===== src/rtl/run_ctrl.sv =====
// Run-control sequencer: gates the core enable, counts run cycles and retired instructions,
// stops on halt (fixed drain) or timeout. Optional end-of-run report under RUN_CTRL_DISPLAY_EN.
module run_ctrl #(
    parameter int unsigned CNT_W        = 32,
    parameter int unsigned MAX_CYCLES   = 100000,
    parameter int unsigned DRAIN_CYCLES = 4
) (
    input  logic             clk,
    input  logic             rst_n,
    input  logic             start,
    input  logic             isHalt,
    input  logic             W_v,
    output logic             cpu_en,
    output logic             done,
    output logic [1:0]       stop_reason,
    output logic [CNT_W-1:0] cycle,
    output logic [CNT_W-1:0] instr,
    input  logic             snap_req,
    output logic             snap_valid,
    input  logic             snap_ack,
    output logic [CNT_W-1:0] snap_cycle,
    output logic [CNT_W-1:0] snap_instr
);

    typedef enum logic [1:0] {
        StIdle,
        StRun,
        StDrain,
        StDone
    } state_e;

    localparam logic [1:0] ReasonNone    = 2'd0;
    localparam logic [1:0] ReasonHalt    = 2'd1;
    localparam logic [1:0] ReasonTimeout = 2'd2;

    // Drain counter needs at least one bit even when a single drain cycle is configured.
    localparam int unsigned       DrainW    = (DRAIN_CYCLES > 1) ? $clog2(DRAIN_CYCLES) : 1;
    localparam logic [CNT_W-1:0]  CycleLast = CNT_W'(MAX_CYCLES - 1);
    localparam logic [DrainW-1:0] DrainLast = DrainW'(DRAIN_CYCLES - 1);

    state_e              state_q, state_d;
    logic [1:0]          reason_q, reason_d;
    logic [CNT_W-1:0]    cycle_q, cycle_d;
    logic [CNT_W-1:0]    instr_q, instr_d;
    logic [DrainW-1:0]   drain_q, drain_d;
    logic                snap_valid_q, snap_valid_d;
    logic [CNT_W-1:0]    snap_cycle_q, snap_cycle_d;
    logic [CNT_W-1:0]    snap_instr_q, snap_instr_d;

    always_comb begin
        state_d  = state_q;
        reason_d = reason_q;
        cycle_d  = cycle_q;
        instr_d  = instr_q;
        drain_d  = drain_q;

        case (state_q)
            StIdle, StDone: begin
                if (start) begin
                    state_d  = StRun;
                    reason_d = ReasonNone;
                    cycle_d  = '0;
                    instr_d  = '0;
                    drain_d  = '0;
                end
            end
            StRun: begin
                cycle_d = cycle_q + CNT_W'(1);
                if (W_v) begin
                    instr_d = instr_q + CNT_W'(1);
                end
                // Halt wins over timeout when both land on the same cycle.
                if (isHalt) begin
                    state_d  = StDrain;
                    reason_d = ReasonHalt;
                    drain_d  = '0;
                end else if (cycle_q == CycleLast) begin
                    state_d  = StDone;
                    reason_d = ReasonTimeout;
                end
            end
            StDrain: begin
                if (W_v) begin
                    instr_d = instr_q + CNT_W'(1);
                end
                if (drain_q == DrainLast) begin
                    state_d = StDone;
                end else begin
                    drain_d = drain_q + DrainW'(1);
                end
            end
            default: begin
                state_d = StIdle;
            end
        endcase
    end

    // Snapshot holds until acknowledged; requests arriving while held are dropped.
    always_comb begin
        snap_valid_d = snap_valid_q;
        snap_cycle_d = snap_cycle_q;
        snap_instr_d = snap_instr_q;
        if (snap_valid_q) begin
            if (snap_ack) begin
                snap_valid_d = 1'b0;
            end
        end else if (snap_req) begin
            snap_valid_d = 1'b1;
            snap_cycle_d = cycle_q;
            snap_instr_d = instr_q;
        end
    end

    always_ff @(posedge clk or negedge rst_n) begin
        if (!rst_n) begin
            state_q      <= StIdle;
            reason_q     <= ReasonNone;
            cycle_q      <= '0;
            instr_q      <= '0;
            drain_q      <= '0;
            snap_valid_q <= 1'b0;
            snap_cycle_q <= '0;
            snap_instr_q <= '0;
        end else begin
            state_q      <= state_d;
            reason_q     <= reason_d;
            cycle_q      <= cycle_d;
            instr_q      <= instr_d;
            drain_q      <= drain_d;
            snap_valid_q <= snap_valid_d;
            snap_cycle_q <= snap_cycle_d;
            snap_instr_q <= snap_instr_d;
        end
    end

    assign cpu_en      = (state_q == StRun);
    assign done        = (state_q == StDone);
    assign stop_reason = reason_q;
    assign cycle       = cycle_q;
    assign instr       = instr_q;
    assign snap_valid  = snap_valid_q;
    assign snap_cycle  = snap_cycle_q;
    assign snap_instr  = snap_instr_q;

`ifdef RUN_CTRL_DISPLAY_EN
    real cpi_r;

    always @(posedge clk) begin
        if (rst_n && (state_q != StDone) && (state_d == StDone)) begin
            cpi_r = (instr_d == '0) ? 0.0 : (real'(cycle_d) / real'(instr_d));
            $display("run_ctrl: cycles=%0d instrs=%0d stop_reason=%0d CPI=%f",
                     cycle_d, instr_d, reason_d, cpi_r);
            if (reason_d == ReasonTimeout) begin
                $display("#ran for %0d cycles", MAX_CYCLES);
            end
            $finish;
        end
    end
`endif

endmodule


===== config.mk =====
export PLATFORM = sky130hd
export DESIGN_NAME = run_ctrl
export DESIGN_NICKNAME = d
export VERILOG_FILES = /design/src/rtl/run_ctrl.sv
export SDC_FILE = /design/constraint.sdc
export NUM_CORES = 1
export LEC_CHECK = 0
export CAP_MARGIN = 20
export CORE_MARGIN = 2
export CORE_UTILIZATION = 52
export CTS_BUF_LIST = sky130_fd_sc_hd__clkbuf_2 sky130_fd_sc_hd__clkbuf_4 sky130_fd_sc_hd__clkbuf_8
export CTS_CLUSTER_SIZE = 30
export DETAILED_ROUTE_END_ITERATION = 10
export HOLD_SLACK_MARGIN = 0.1
export PLACE_DENSITY_LB_ADDON = 0.2
export SYNTH_ARGS = -nofsm -noshare
export SYNTH_HDL_FRONTEND = slang
export SYNTH_SLANG_ARGS = --single-unit

===== constraint.sdc =====
create_clock -name clk -period 2.8 [get_ports clk]
set_input_delay 0.42 -clock clk [delete_from_list [all_inputs] [get_ports clk]]
set_output_delay 0.42 -clock clk [all_outputs]
set_load 0.02 [all_outputs]

==> metrics.csv <==
stage,metric,value,unit
route,vias,5236,
placed_design,final weighted congestion of routability-driven global placement,0.853,
outcome,outcome,completed,
power_and_ir_drop,ratio of total power to cell area,612,nW/um^2
critical_path,FF-to-FF setup slack,0.28,ns
global_route,maximum number of pins on one net before global-route repair,74,
final_layout,non-filler instance count after layout,873,
timing,maximum clock frequency,397,MHz
critical_path,Critical Path Source Type,flop,
critical_path,Crit path buffers/inverters,2,
placed_design,Port Buffer Count,139,
clock_network,total CTS buffers,17,
yosys,post-synth top area share,0.538,
timing,max-slew headroom at the worst pin,0.411,
floorplan,die outline width,114,um
timing,final hold viol count,0,
route,post-detailed-route count of antenna-violating nets,0,
power_and_ir_drop,sequential share of power,0.436,
critical_path,Critical Path RT,3.18,ns
yosys,YS warnings,0,
clock_network,Skew-Pair Late Insertion Delay,0.45,ns
critical_path,Worst path slowest cell,sky130_fd_sc_hd__or4_1,
critical_path,cells along the critical path,inv_1 -> ha_1 -> mux2i_1 -> or4_1 -> buf_4 -> or4_1 -> a21oi_1,
floorplan,I/O pin cnt,140,
floorplan,Starting Density,0.527,
timing,clock period minus final worst setup slack,2.52,ns
yosys,synthesized netlist net count,591,
yosys,"area leader, netlist",sky130_fd_sc_hd__dfrtp_1,
global_route,wire length of the first global-routing pass,25300,um
floorplan,Core Footprint,11900,sq um
yosys,count of state elements after synthesis,135,
final_layout,P&R area growth vs syn,30.6,%
yosys,share of synthesized area occupied by flip-flops and latches,0.538,
floorplan,number of placement rows,40,
floorplan,area of the die,13000,sq um
critical_path,critical path peak fanout,23,
clock_network,Clk Tree Root Cell,sky130_fd_sc_hd__clkbuf_8,
route,iteration-0 DRC count of the detailed router,290,
final_layout,final antenna diode count,0,
clock_network,count of hold-fix buffers inserted at cts,1,
power_and_ir_drop,Internal Power,3.43,mW
final_layout,Final Net Count,728,
critical_path,number of cells on the worst reg-to-reg path,7,
route,final wirelength,15000,um
critical_path,data arrival at the endpoint of the critical path,2.90,ns
placed_design,"number of placed instances, taps included",842,
timing,unrepaired setup endpoints after global routing,no,
timing,Max Slew Vio Count,0,
clock_network,TritonCTS clock tree,built,
global_route,via count of the first global-routing pass,4965,
power_and_ir_drop,overall power,5.02,mW
power_and_ir_drop,fraction of power spent switching nets,0.317,
critical_path,RR Endpoint,instr[31]$_DFFE_PN0P_,
hold_path,Hold/Removal Path Class,reg -> reg,
power_and_ir_drop,Static Leak,3.44,nW
critical_path,cell family contributing the most delay on the critical path,simple AND/OR/NAND/NOR gates,
floorplan,Die Y-Extent,114,um
timing,setup skew after layout,0.00979,ns
power_and_ir_drop,fraction of power consumed by the clock network,0.302,
yosys,leading post-synthesis cells by cell area,"sky130_fd_sc_hd__dfrtp_1, sky130_fd_sc_hd__mux2_2, sky130_fd_sc_hd__or4_1",
clock_network,CTS H-tree lvls,4,
route,wire length per cell,17.2,um
critical_path,element type at the critical path end,flop,
power_and_ir_drop,net switching power figure,1.59,mW
critical_path,cell repeated most along the worst path,sky130_fd_sc_hd__or4_1,
hold_path,start point of the worst hold path,snap_cycle[27]$_DFFE_PN0P_,
clock_network,cells resized by post-CTS repair,0,
power_and_ir_drop,Max IR drop VDD,522,uV
global_route,number of antenna violations at the first check in global routing,0,
yosys,Syn Std Cell Area,6280,sq um
global_route,grt total ovfl,0,
final_layout,proportion of layout cells with a drive suffix above 1,0.147,
clock_network,"Setup Fix Bufs, Post-CTS",0,
critical_path,FF-to-FF Start,state_q[0]$_DFFE_PN0P_,
final_layout,FILL cells,926,
critical_path,peak per-stage delay on the critical path,0.53,ns
placed_design,HPWL after DPL,10400,um
critical_path,Crit path depth,7,
route,length of the first detailed-routing pass in iterations,4,
timing,final cycle utilization of the critical path,0.900,
timing,slew at the pin closest to its max-slew limit,0.883,ns
timing,setup TNS,0,ns
global_route,global-route usage over all layers,0.245,
critical_path,"Worst Path Class, Setup",reg -> reg,
clock_network,clock transition at the registers of the reported paths,0.07,ns
hold_path,WHS Endpoint,snap_cycle[27]$_DFFE_PN0P_,
job,count of max-cap constraint violations,0,
power_and_ir_drop,portion of total power attributed to combinational logic,0.262,
timing,setup-violating endpoint count in the final report,0,
yosys,syn avg cell area,10.9,sq um
route,DRC violation count after routing,0,
clock_network,maximum clock insertion buffer count,2,
route,vias per cell,6.00,
clock_network,Clock Sinks,135,
yosys,post-synth cell types,39,
hold_path,count of cells along the worst hold path,2,
yosys,post-synthesis instance total,578,
[cell families after synthesis]
family,after synthesis,share of synthesized area
multiplexers,66,0.117
adder cells (fa/ha/maj),6,0.0120
AO/OA/AOI/OAI,119,0.114
flip-flops,135,0.538
XOR/XNOR,11,0.0153
AND/OR/NAND/NOR,195,0.176
buffers and inverters,46,0.0285
[worst max path at each step]
stage | from | to | slack, ns
floorplan | state_q[0]$_DFFE_PN0P_ | instr[30]$_DFFE_PN0P_ | 0.42
global placement | start | cycle[11]$_DFFE_PN0P_ | 0.27
detailed placement | start | instr[21]$_DFFE_PN0P_ | 0.19
CTS | state_q[0]$_DFFE_PN0P_ | instr[19]$_DFFE_PN0P_ | 0.25
global route | state_q[0]$_DFFE_PN0P_ | cycle[26]$_DFFE_PN0P_ | 0.10
finish | state_q[0]$_DFFE_PN0P_ | instr[31]$_DFFE_PN0P_ | 0.28
[cells in the final DEF, fill, tap and decap left out, types with 8 or more instances in the layout]
cell | Yosys | routed
sky130_fd_sc_hd__nor3_1 | 8 | 8
sky130_fd_sc_hd__buf_4 | 0 | 10
sky130_fd_sc_hd__inv_1 | 13 | 13
sky130_fd_sc_hd__clkbuf_8 | 0 | 20
sky130_fd_sc_hd__nand2_1 | 44 | 43
sky130_fd_sc_hd__clkdlybuf4s50_1 | 0 | 138
sky130_fd_sc_hd__nand3_1 | 25 | 25
sky130_fd_sc_hd__nor2_1 | 14 | 14
sky130_fd_sc_hd__o31ai_1 | 31 | 31
sky130_fd_sc_hd__a21oi_1 | 47 | 47
sky130_fd_sc_hd__mux2i_1 | 9 | 9
sky130_fd_sc_hd__o21ai_0 | 29 | 29
sky130_fd_sc_hd__or3_1 | 10 | 10
sky130_fd_sc_hd__nand4_1 | 16 | 16
sky130_fd_sc_hd__xnor2_1 | 9 | 9
sky130_fd_sc_hd__nor4_1 | 10 | 10
sky130_fd_sc_hd__or4_1 | 36 | 36
sky130_fd_sc_hd__dfrtp_1 | 135 | 135
sky130_fd_sc_hd__mux2_2 | 57 | 57
[power groups by stage]
stage	Sequential, mW	Combinational (mW)	Clock, mW
finish	2.19	1.32	1.52
global route	2.21	1.45	1.63
CTS	2.19	1.32	1.55
detailed placement	2.22	1.31	0
global placement	2.21	1.27	0
floorplan	2.30	0.726	0
[tightest hold or removal path: cells and delay by family (launching register included)]
family | cells | cell delay, ns
AND/OR/NAND/NOR | 1 | 0.05
AO/OA/AOI/OAI | 1 | 0.06
flip-flops | 1 | 0.34
[per-layer routing]
layer  track usage  vias to the layer above  wire (um)
met3        0.0505                       20        746
met1         0.341                     2617       6710
met4        0.0862                        0        204
met2         0.384                      165       7390
li1              -                     2434          -
met5             0                        -          0
[final cells by class]
class / instances / area, sq um / share of cell area
repair buffers: 151 / 1500 / 0.183
inverters: 13 / 48.8 / 0.00595
well taps: 147 / 184 / 0.0224
flip-flops and latches: 135 / 3380 / 0.412
clock buffers: 26 / 320 / 0.0390
multi-input cells: 397 / 2730 / 0.333
clock inverters: 4 / 45.0 / 0.00549
[synthesized netlist by cell type]
cell                        count
sky130_fd_sc_hd__or4_4          1
sky130_fd_sc_hd__xor2_1         2
sky130_fd_sc_hd__or3_1         10
sky130_fd_sc_hd__nor2_1        14
sky130_fd_sc_hd__and4_1         6
sky130_fd_sc_hd__xnor2_1        9
sky130_fd_sc_hd__a211oi_1       1
sky130_fd_sc_hd__o31ai_1       31
sky130_fd_sc_hd__a2bb2oi_1      1
sky130_fd_sc_hd__clkbuf_1      26
sky130_fd_sc_hd__nand2_1       44
sky130_fd_sc_hd__and2_1         5
sky130_fd_sc_hd__nor2b_1        4
sky130_fd_sc_hd__buf_2          5
sky130_fd_sc_hd__a32o_1         1
sky130_fd_sc_hd__ha_1           6
sky130_fd_sc_hd__dfrtp_1      135
sky130_fd_sc_hd__nor4_1        10
sky130_fd_sc_hd__nand2b_1       4
sky130_fd_sc_hd__nor3_1         8
sky130_fd_sc_hd__a21oi_1       47
sky130_fd_sc_hd__a31oi_1        2
sky130_fd_sc_hd__or4_1         36
sky130_fd_sc_hd__o21ai_0       29
sky130_fd_sc_hd__buf_1          2
sky130_fd_sc_hd__o31a_1         1
sky130_fd_sc_hd__mux2i_1        9
sky130_fd_sc_hd__mux2_2        57
sky130_fd_sc_hd__nand3_1       25
sky130_fd_sc_hd__or2_1          1
sky130_fd_sc_hd__and3_1         3
sky130_fd_sc_hd__nand4_1       16
sky130_fd_sc_hd__a31o_1         1
sky130_fd_sc_hd__a22o_1         4
sky130_fd_sc_hd__nor4b_1        2
sky130_fd_sc_hd__a31o_2         1
sky130_fd_sc_hd__or4b_1         1
sky130_fd_sc_hd__or2_2          5
sky130_fd_sc_hd__inv_1         13
[through the flow]
stage	hold WS, ns	setup WS (ns)	utilization	area [sq um]
floorplan	0.124	0.415	-	6280
global placement	0.451	0.268	0.657	7830
detailed placement	0.452	0.187	0.657	7830
CTS	0.487	0.254	0.689	8210
global route	0.499	0.102	0.689	8210
finish	0.480	0.279	0.689	8210
[registers in the layout (all words and copies together) (netlist names)]
name	count
state_q	2
snap_valid	1
instr	32
stop_reason	2
cycle	32
snap_cycle	32
snap_instr	32
drain_q	2
No activity file was read; power rests on OpenSTA's default activity.
